## src/rtl/pipeline_pkg.sv

```systemverilog
// Shared definitions for the pipeline hazard/flush controller: state encoding,
// the zero-register index and the default performance-counter width.
package pipeline_pkg;

    localparam int unsigned CNT_W_DEFAULT = 16;
    localparam logic [4:0]  REG_ZERO      = 5'd0;

    typedef enum logic [1:0] {
        RUN   = 2'd0,
        FLUSH = 2'd1,
        HALT  = 2'd2
    } state_t;

endpackage

```

## src/rtl/load_use_detect.sv

```systemverilog
// Load-use hazard compare: the load in ID/EX writes a register that the
// instruction in IF/ID reads. Register zero never carries a dependency.
module load_use_detect
    import pipeline_pkg::*;
(
    input  logic       idex_memread_i,
    input  logic [4:0] idex_rt_i,
    input  logic [4:0] ifid_rs_i,
    input  logic [4:0] ifid_rt_i,
    output logic       lu_o
);

    assign lu_o = idex_memread_i && (idex_rt_i != REG_ZERO) &&
                  ((idex_rt_i == ifid_rs_i) || (idex_rt_i == ifid_rt_i));

endmodule

```

## src/rtl/pipeline_ctrl.sv

```systemverilog
// Pipeline control FSM: load-use stalls, taken-branch flushes, front-end halt,
// plus saturating stall/flush performance counters.
module pipeline_ctrl
    import pipeline_pkg::*;
#(
    parameter int unsigned CNT_W = CNT_W_DEFAULT
) (
    input  logic             clk,
    input  logic             reset,
    input  logic [4:0]       IFID_rs,
    input  logic [4:0]       IFID_rt,
    input  logic             IDEX_MemRead,
    input  logic [4:0]       IDEX_rt,
    input  logic             PCSrc,
    input  logic             halt_req,
    input  logic             resume,
    output logic             PC_write,
    output logic             IFID_write,
    output logic             IDEX_bubble,
    output logic             IFID_flush,
    output logic             IDEX_flush,
    output logic             EXMEM_flush,
    output logic [1:0]       state,
    output logic [CNT_W-1:0] stall_count,
    output logic [CNT_W-1:0] flush_count
);

    state_t           state_q, state_d;
    logic [CNT_W-1:0] stall_q, flush_q;
    logic             lu;
    logic             stall_inc, flush_inc;

    load_use_detect u_lu (
        .idex_memread_i (IDEX_MemRead),
        .idex_rt_i      (IDEX_rt),
        .ifid_rs_i      (IFID_rs),
        .ifid_rt_i      (IFID_rt),
        .lu_o           (lu)
    );

    always_ff @(posedge clk or posedge reset) begin
        if (reset) begin
            state_q <= RUN;
            stall_q <= '0;
            flush_q <= '0;
        end else begin
            state_q <= state_d;
            if (stall_inc && (stall_q != '1)) stall_q <= stall_q + 1'b1;
            if (flush_inc && (flush_q != '1)) flush_q <= flush_q + 1'b1;
        end
    end

    always_comb begin
        state_d     = state_q;
        PC_write    = 1'b1;
        IFID_write  = 1'b1;
        IDEX_bubble = 1'b0;
        IFID_flush  = 1'b0;
        IDEX_flush  = 1'b0;
        EXMEM_flush = 1'b0;
        flush_inc   = 1'b0;
        stall_inc   = 1'b0;
        if (reset) begin
            // Outputs track reset combinationally so the pipe is cleared at once.
            state_d     = RUN;
            PC_write    = 1'b0;
            IFID_write  = 1'b0;
            IFID_flush  = 1'b1;
            IDEX_flush  = 1'b1;
            EXMEM_flush = 1'b1;
        end else begin
            case (state_q)
                RUN: begin
                    if (PCSrc) begin
                        IFID_flush  = 1'b1;
                        IDEX_flush  = 1'b1;
                        EXMEM_flush = 1'b1;
                        flush_inc   = 1'b1;
                        state_d     = FLUSH;
                    end else if (lu) begin
                        PC_write    = 1'b0;
                        IFID_write  = 1'b0;
                        IDEX_bubble = 1'b1;
                    end else if (halt_req) begin
                        state_d = HALT;
                    end
                end
                FLUSH: state_d = RUN;
                HALT: begin
                    PC_write    = 1'b0;
                    IFID_write  = 1'b0;
                    IDEX_bubble = 1'b1;
                    if (resume) state_d = RUN;
                end
                default: state_d = RUN;
            endcase
            stall_inc = ~PC_write;
        end
    end

    assign state       = state_q;
    assign stall_count = stall_q;
    assign flush_count = flush_q;

endmodule

```

## config.mk

```make
export PLATFORM = sky130hd
export DESIGN_NAME = pipeline_ctrl
export DESIGN_NICKNAME = d
export VERILOG_FILES = /design/src/rtl/pipeline_pkg.sv /design/src/rtl/load_use_detect.sv /design/src/rtl/pipeline_ctrl.sv
export SDC_FILE = /design/constraint.sdc
export NUM_CORES = 1
export LEC_CHECK = 0
export BUFFER_PORTS_ARGS = -buffer_cell sky130_fd_sc_hd__buf_2
export CORE_MARGIN = 5
export CORE_UTILIZATION = 35
export DETAILED_ROUTE_END_ITERATION = 10
export GPL_TIMING_DRIVEN = 0
export HOLD_SLACK_MARGIN = 0.03
export PLACE_DENSITY = 0.58
export RECOVER_POWER = 50
export SLEW_MARGIN = 10
export SYNTH_ARGS = -nofsm -noshare
export SYNTH_HDL_FRONTEND = slang
export SYNTH_SLANG_ARGS = --single-unit
```

## constraint.sdc

```tcl
create_clock -name clk -period 2.2 [get_ports clk]
set_input_delay 0.33 -clock clk [delete_from_list [all_inputs] [get_ports clk]]
set_output_delay 0.33 -clock clk [all_outputs]
set_load 0.02 [all_outputs]
```

* Word level (Yosys, flattened, before mapping)
Index checks and enable logic that the tools add are counted.
** Word-level totals
- Register bits after elaboration :: 34
** Cells by class
- Mux-type cells :: 21
- Equality and inequality tests :: 8
- Bitwise gates (word level) :: 1
- Add/sub/neg operators :: 2
- Reductions and logical operators :: 8
** Operators with widths (number)
- $add 16x1->16 const B :: 2
- $ne 16x16->1 const B :: 2
- $mux 1 :: 13
- $eq 5x5->1 :: 2
- $mux 2 :: 5
- $ne 4x4->1 const B :: 2
- $reduce_bool 5->1 :: 1
- $logic_and 1x1->1 :: 4
- $pmux 1 s2 :: 2
- $pmux 2 s2 :: 1
- $ne 3x3->1 const B :: 1
- $reduce_and 3->1 :: 1
- $eq 2x2->1 const B :: 1
- $logic_not 2->1 :: 1
- $logic_or 1x1->1 :: 1
- $not 1->1 :: 1

* Depth between registers and ports, before layout
Gate-level depths: netlist of the first run.
- Depth in word-level cells :: 10
- Mapped depth :: 7

* By module
Synthesis of the first run repeated with hierarchy kept, for this count alone.
** Unflattened totals
- Cells, all modules :: 183
- Area total of the unflattened synthesis :: 1894.3 um2
** Modules (own cells, without submodules)
- pipeline_ctrl :: instances 1, seq. area each 850.8 um2, cells each 166, area each 1769.2 um2
- load_use_detect :: instances 1, seq. area each 0.0 um2, cells each 17, area each 125.1 um2

* Worst setup path before layout of the first run
OpenSTA, ideal clock, no wires.
- Path type :: input to output
- Start :: input port reset
- End :: output port IDEX_flush
- Cell stages on the path :: 3
- Arrival time :: 1.951 ns
- Path slack :: -0.081 ns
- Buffers on the path :: 1
- Cells stage by stage :: inv_1 > o21ai_0 > buf_4
** On the way
- Word-level cells in the longest chain between the ends :: 1
** Ends and longest elaborated chain
- from (decl) :: line pipeline_ctrl.sv:9 : input logic reset,
- $mux 1
- to (decl) :: line pipeline_ctrl.sv:21 : output logic IDEX_flush,
Every way passes these cells.

* Worst setup path in the final report of the first run
- Start :: input port IDEX_rt[3]
- End :: output port PC_write
** On the way
- Word-level cells in the longest chain between the ends :: 8
** Ends and longest elaborated chain
- from (decl) :: line pipeline_ctrl.sv:13 : input logic [4:0] IDEX_rt,
- $eq 5x5->1 or $reduce_bool 5->1 (tied branches) :: line load_use_detect.sv:14, load_use_detect.sv:13
- $logic_or 1x1->1 or $logic_and 1x1->1 (tied branches) :: line load_use_detect.sv:14, load_use_detect.sv:13
- $logic_and 1x1->1 * :: line load_use_detect.sv:13 : assign lu_o = idex_memread_i && (idex_rt_i != REG_ZERO) &&
- $mux 1 * :: line pipeline_ctrl.sv:80 : end else if (lu) begin
- $mux 1 * :: line pipeline_ctrl.sv:74 : if (PCSrc) begin
- $pmux 1 s2 * :: line pipeline_ctrl.sv:72 : case (state_q)
- $mux 1 * (2 in series) :: line pipeline_ctrl.sv:63 : if (reset) begin
- to (decl) :: line pipeline_ctrl.sv:17 : output logic PC_write,
Every way passes the cells marked *; elsewhere a longest branch is shown, timed or not. The select of a mux whose other input is x is not followed.

==> results.cfg, run 1 <==
[worst_setup_path]
r2r_start = stall_count[0]
cp_max_fo = 3
path_class = in2out
ff2ff_path_depth = 7
crit_path_start_kind = input port
worstSetupEndpointType = output pin
cp.required_ns = 1.87
arrival_ns = 1.79
reg2reg_to = stall_count[12]
r2r_setup_slack_ns = 0.20

[cts]
insertion_delay_ns = 0.28
cts_tree = yes
clock-root-buffer = clkbuf_8
cts_max_level = 2
cts_buffers = 5
path_clk_slew_ns = 0.07
cts_hold_buf = 0
clockBufferDepth = 2
clock-sinks = 34

[global_route]
grt_max_degree = 19
grt_pass1_wl_um = 6900
grt-ovfl-total = 0
first_global_vias = 1461
grt_use_total_pct = 13.65
antenna_found_initial = 0

[cells_and_area]
layout-drive-gt1-share_pct = 28.81
nFillCells = 530
finalNetCount = 267
final_cell_mix = buf_2 (41), dfrtp_1 (34), xnor2_1 (20)
n_antenna_cell = 0
syn2layout_area_growth_pct = 29.82
final_area_um2 = 2315
final_util_pct = 45.91
final_common_cell = buf_2

[yosys]
synth_edf_count = 0
synth_seq_cells = 34
synthFlopType = dfrtp_1
synth-seq-area-share_pct = 47.72
synth.distinct_cells = 32
synth_warnings = 0
syn_inst = 172
synth_area_um2 = 1783
avgSynthCellArea_um2 = 10.37
synthesis.nets = 195
async_flop_share_pct = 100.0

[route]
drt_first_pass_iters = 4
first_iter_violations = 67
viasPerCell = 4.760
highest_layer = met4
wl_per_cell_um = 13.03
vias = 1490
routed_wl_um = 4077
routed-wl-met2_um = 1997
ant_nets = 0
wl_met3_um = 206
wl_met1_um = 1826
drc_errors = 0

[worst_hold_path]
hp-class = in2async

[power]
p_per_area_nw_per_um2 = 715.8
leakagePower_uw = 0.001175
ir_drop_uv = 541.6

[sta]
slew_violations = 0
finClkSkew_ns = 0.005790
fin_crit_sh_pct = 96.56
slew_headroom_pct = 49.53
worst_slew_pin_slew_ns = 0.7529
hold_violations = 0
max_freq_mhz = 470.7
min_period_ns = 2.124
setup_viol = 0

[placement]
gp_congestion = 0.8325
placed_cell_area_um2 = 2175
hpwl_um = 3029
io_buffers = 60

[floorplanning]
die_x_um = 81.38
io_pins = 61
coreArea_um2 = 5042
die_y_um = 81.38
rows = 26
initial_core_util_pct = 35.36
die_area_um2 = 6622

[run_status]
status = finished, final reports clean

[flow_run]
drv_cap = 0
==> timing repair <==
item / 4_1_cts / 5_1_grt
pin swaps: 1 / 7
resized for setup: 1 / 10
buffers inserted: 0 / 4
endpoints found under the setup margin: 4 / 13
cloned: 1 / 0
==> cell families (layout without fill, tap and decap cells) <==
kind of cell,Yosys count,count (layout),share of synthesized area [%]
compound gates,9,9,4.141
xor+xnor,38,38,18.67
fa+ha+maj,2,2,1.403
buf+inv,11,82,3.438
flops,34,34,47.72
mux,4,4,2.456
simple gates,74,74,22.18
==> critical path, cell delays in order <==
cell	delay (ns)
buf_2	0.12
or4_4	0.52
o21ai_4	0.20
nor2_2	0.06
a21oi_1	0.12
nor2_1	0.07
nor2_2	0.13
buf_4	0.12
buf_6	0.11
==> worst max path at each step <==
stage | depth (start not counted) | end | startpoint | slack (ns)
after floorplan | 7 | PC_write | IDEX_rt[0] | 0.10
after detailed placement | 5 | IFID_flush | reset | -0.13
after global routing | 9 | PC_write | IDEX_rt[3] | -0.004
final | 9 | PC_write | IDEX_rt[3] | 0.08
after CTS | 9 | PC_write | IDEX_rt[0] | -0.0007
after global placement | 5 | IDEX_flush | reset | -0.11
==> registers in the layout, summed over array words and instances (netlist names) <==
register,flops
stall_count,16
flush_count,16
state,2
==> power by group <==
part	switching, µW	internal, µW
sequential	89.4	702
clock	207	241
combinational	249	168
==> Yosys cell counts, types with 2 or more instances <==
master / count / area, µm²
dfrtp_1: 34 / 850.8
xnor2_1: 20 / 175.2
xor2_1: 18 / 157.7
nand2_1: 16 / 60.06
nor2_1: 13 / 48.80
nand3_1: 11 / 55.05
nor4_1: 7 / 43.79
inv_1: 6 / 22.52
and4_1: 5 / 43.79
nor3_1: 5 / 25.02
buf_4: 3 / 22.52
nand2b_1: 3 / 18.77
nand4_1: 3 / 18.77
nor3b_1: 3 / 22.52
nor4b_1: 3 / 26.28
a21oi_1: 2 / 10.01
and2_1: 2 / 12.51
ha_1: 2 / 25.02
mux2_2: 2 / 22.52
o21ai_0: 2 / 10.01
==> final cells by class <==
cell class	count	area, µm²	share of cell area, %
repair buffers	64	320.3	13.84
flip-flops and latches	34	850.8	36.76
well taps	70	87.58	3.784
plain buffers	5	38.79	1.676
multi-input cells	127	903.4	39.03
repair inverters	1	5.005	0.2162
clock buffers	6	82.58	3.568
inverters	6	26.28	1.135
==> per-stage QoR <==
step,worst slack [ns],power [µW],TNS (ns),hold WS [ns],cells
floorplan,0.1017,1064,0,0.2737,172
detailed placement,-0.1320,1224,-0.3452,0.4786,302
global route,-0.004494,1775,-0.004494,0.1158,313
CTS,-0.0006846,1690,-0.0006846,0.1011,309
finish,0.07570,1657,0,0.09673,313
global placement,-0.1102,1220,-0.2937,0.4712,302
==> routing by layer <==
layer  vias up  global-route usage, %
li1        732                      -
met2        34                  21.74
met3         5                  3.880
met1       719                  17.51
met4         0                  5.068
met5         -                      0
No activity file was read; power rests on OpenSTA's default activity.
==> inputs of run 2 (changes only) <==
Settings changed: BUFFER_PORTS_ARGS -buffer_cell sky130_fd_sc_hd__buf_2 to unset, DONT_BUFFER_PORTS set to 1, PLACE_DENSITY 0.58 to unset, PLACE_DENSITY_LB_ADDON set to 0.05.
==> run 2 against run 1 <==
  * Worst setup slack lost 0.037 ns
  * Flip-flop and latch count stayed put
  * Worst hold slack worse by 0.050 ns
  * Die area did not move
  * Via count down 16%
  * Fmax shrank 1.7%
  * Combinational power is 50% lower
==> results.cfg, run 2 (synthesized netlist as in run 1, its figures left out) <==
[run_status]
status = finished, final reports clean

[sta]
slew_violations = 0
max_freq_mhz = 462.7
finClkSkew_ns = 0.007804
rsz0062_at_grt = yes
fin_crit_sh_pct = 98.23
worst_slew_pin_slew_ns = 0.7750
setup_slack_ns = 0.03897
hold_violations = 0
slew_headroom_pct = 48.22
min_period_ns = 2.161
whs_ns = 0.04662
setup_viol = 0

[power]
p_per_area_nw_per_um2 = 793.9
ir_drop_uv = 412.8
leakagePower_uw = 0.0009492

[cts]
clock-root-buffer = clkbuf_8
cts_buffers = 5
insertion_delay_ns = 0.28
cts_max_level = 2
clock-sinks = 34
cts_tree = yes
path_clk_slew_ns = 0.07
clockBufferDepth = 2

[route]
first_iter_violations = 17
viasPerCell = 5.036
vias = 1259
drt_first_pass_iters = 4
ant_nets = 0
routed_wl_um = 3886
drc_errors = 0
wl_per_cell_um = 15.54

[worst_setup_path]
reg2reg_to = flush_count[12]
crit_path_start_kind = flip-flop
r2r_setup_slack_ns = 0.16
cpPeakStageDelay_ns = 0.48
worstSetupEndpointType = output pin
arrival_ns = 1.83
path_class = reg2out
ff2ff_path_depth = 5
r2r_start = flush_count[2]
cp.required_ns = 1.87
cp_cell_sequence = or2_2, nor3_2, a22oi_4, buf_6, inv_1
cp_slowest_cell = dfrtp_2
cp_max_fo = 10

[cells_and_area]
finalNetCount = 202
multi_input_area_um2 = 898.4
final_area_um2 = 1994
syn2layout_area_growth_pct = 11.86
nFillCells = 511
n_antenna_cell = 0
layout-drive-gt1-share_pct = 13.89
final_common_cell = dfrtp_1
seqCellArea_um2 = 852.1
final_cell_mix = dfrtp_1 (33), xnor2_1 (20), xor2_1 (18)

[floorplanning]
coreArea_um2 = 5042
die_area_um2 = 6622
rows = 26
io_pins = 61
die_y_um = 81.38
die_x_um = 81.38
initial_core_util_pct = 35.36

[worst_hold_path]
hp-class = in2async

[placement]
gp_congestion = 0.7508
placed_cell_area_um2 = 1874
io_buffers = 0
dpl_worst_slack_ns = -0.1507
hpwl_um = 2980

[global_route]
grt_pass1_wl_um = 6092
grt_use_total_pct = 12.07
grt-ovfl-total = 0
first_global_vias = 1278
grt_max_degree = 36
antenna_found_initial = 0

[flow_run]
drv_cap = 0
## run 2: repair_timing
item / CTS / global route
resized for setup: 7 / 1
endpoints found under the setup margin: 15 / 12
hold buffers: 0 / 0
setup buffers: 0 / 0
## run 2: how the worst max path moves through the flow
stage	start	to	cells past startpoint
2_1_floorplan	IDEX_rt[0]	PC_write	7
3_3_place_gp	stall_count[0]	stall_count[11]	7
3_5_place_dp	stall_count[0]	stall_count[11]	7
4_1_cts	stall_count[0]	stall_count[12]	7
5_1_grt	state[0]	IDEX_bubble	5
6_report	state[0]	IDEX_bubble	5
## run 2: cell type report
class	count	share of cell area, %
clock buffers	7	4.329
well taps	70	4.391
plain buffers	5	1.945
clock inverters	1	0.2509
inverters	6	1.317
flip-flops and latches	34	42.72
multi-input cells	127	45.04
## run 2: critical path: cells and delay by family, from the launching register on
kind	cells	cell delay (ns)
AOI/OAI and AO/OA	1	0.13
DFF	1	0.48
and+or+nand+nor	2	0.60
buffers and inverters	2	0.34
## run 2: stage by stage
step,instances,power [µW],setup TNS [ns],utilization (%)
floorplan,172,1064,0,-
global placement,242,1120,-1.261,37.17
detailed placement,242,1134,-1.534,37.17
CTS,250,1614,0,39.45
global route,250,1671,-0.08304,39.55
finish,250,1583,0,39.55
## run 2: per-layer routing
layer / vias up / track usage [%] / wire [µm] / part of all wire, %
li1: 605 / - / - / -
met1: 612 / 13.72 / 1625 / 42
met2: 37 / 21.01 / 1959 / 50
met3: 5 / 4.435 / 252 / 6.5
met4: 0 / 3.547 / 49 / 1.3
met5: - / 0 / 0 / 0
## run 2: report_power, final
group / internal, µW / switching (µW) / leakage [µW]
Combinational: 104 / 103 / 0.000447
Sequential: 700 / 204 / 0.000454
Clock: 252 / 220 / 0.0000482
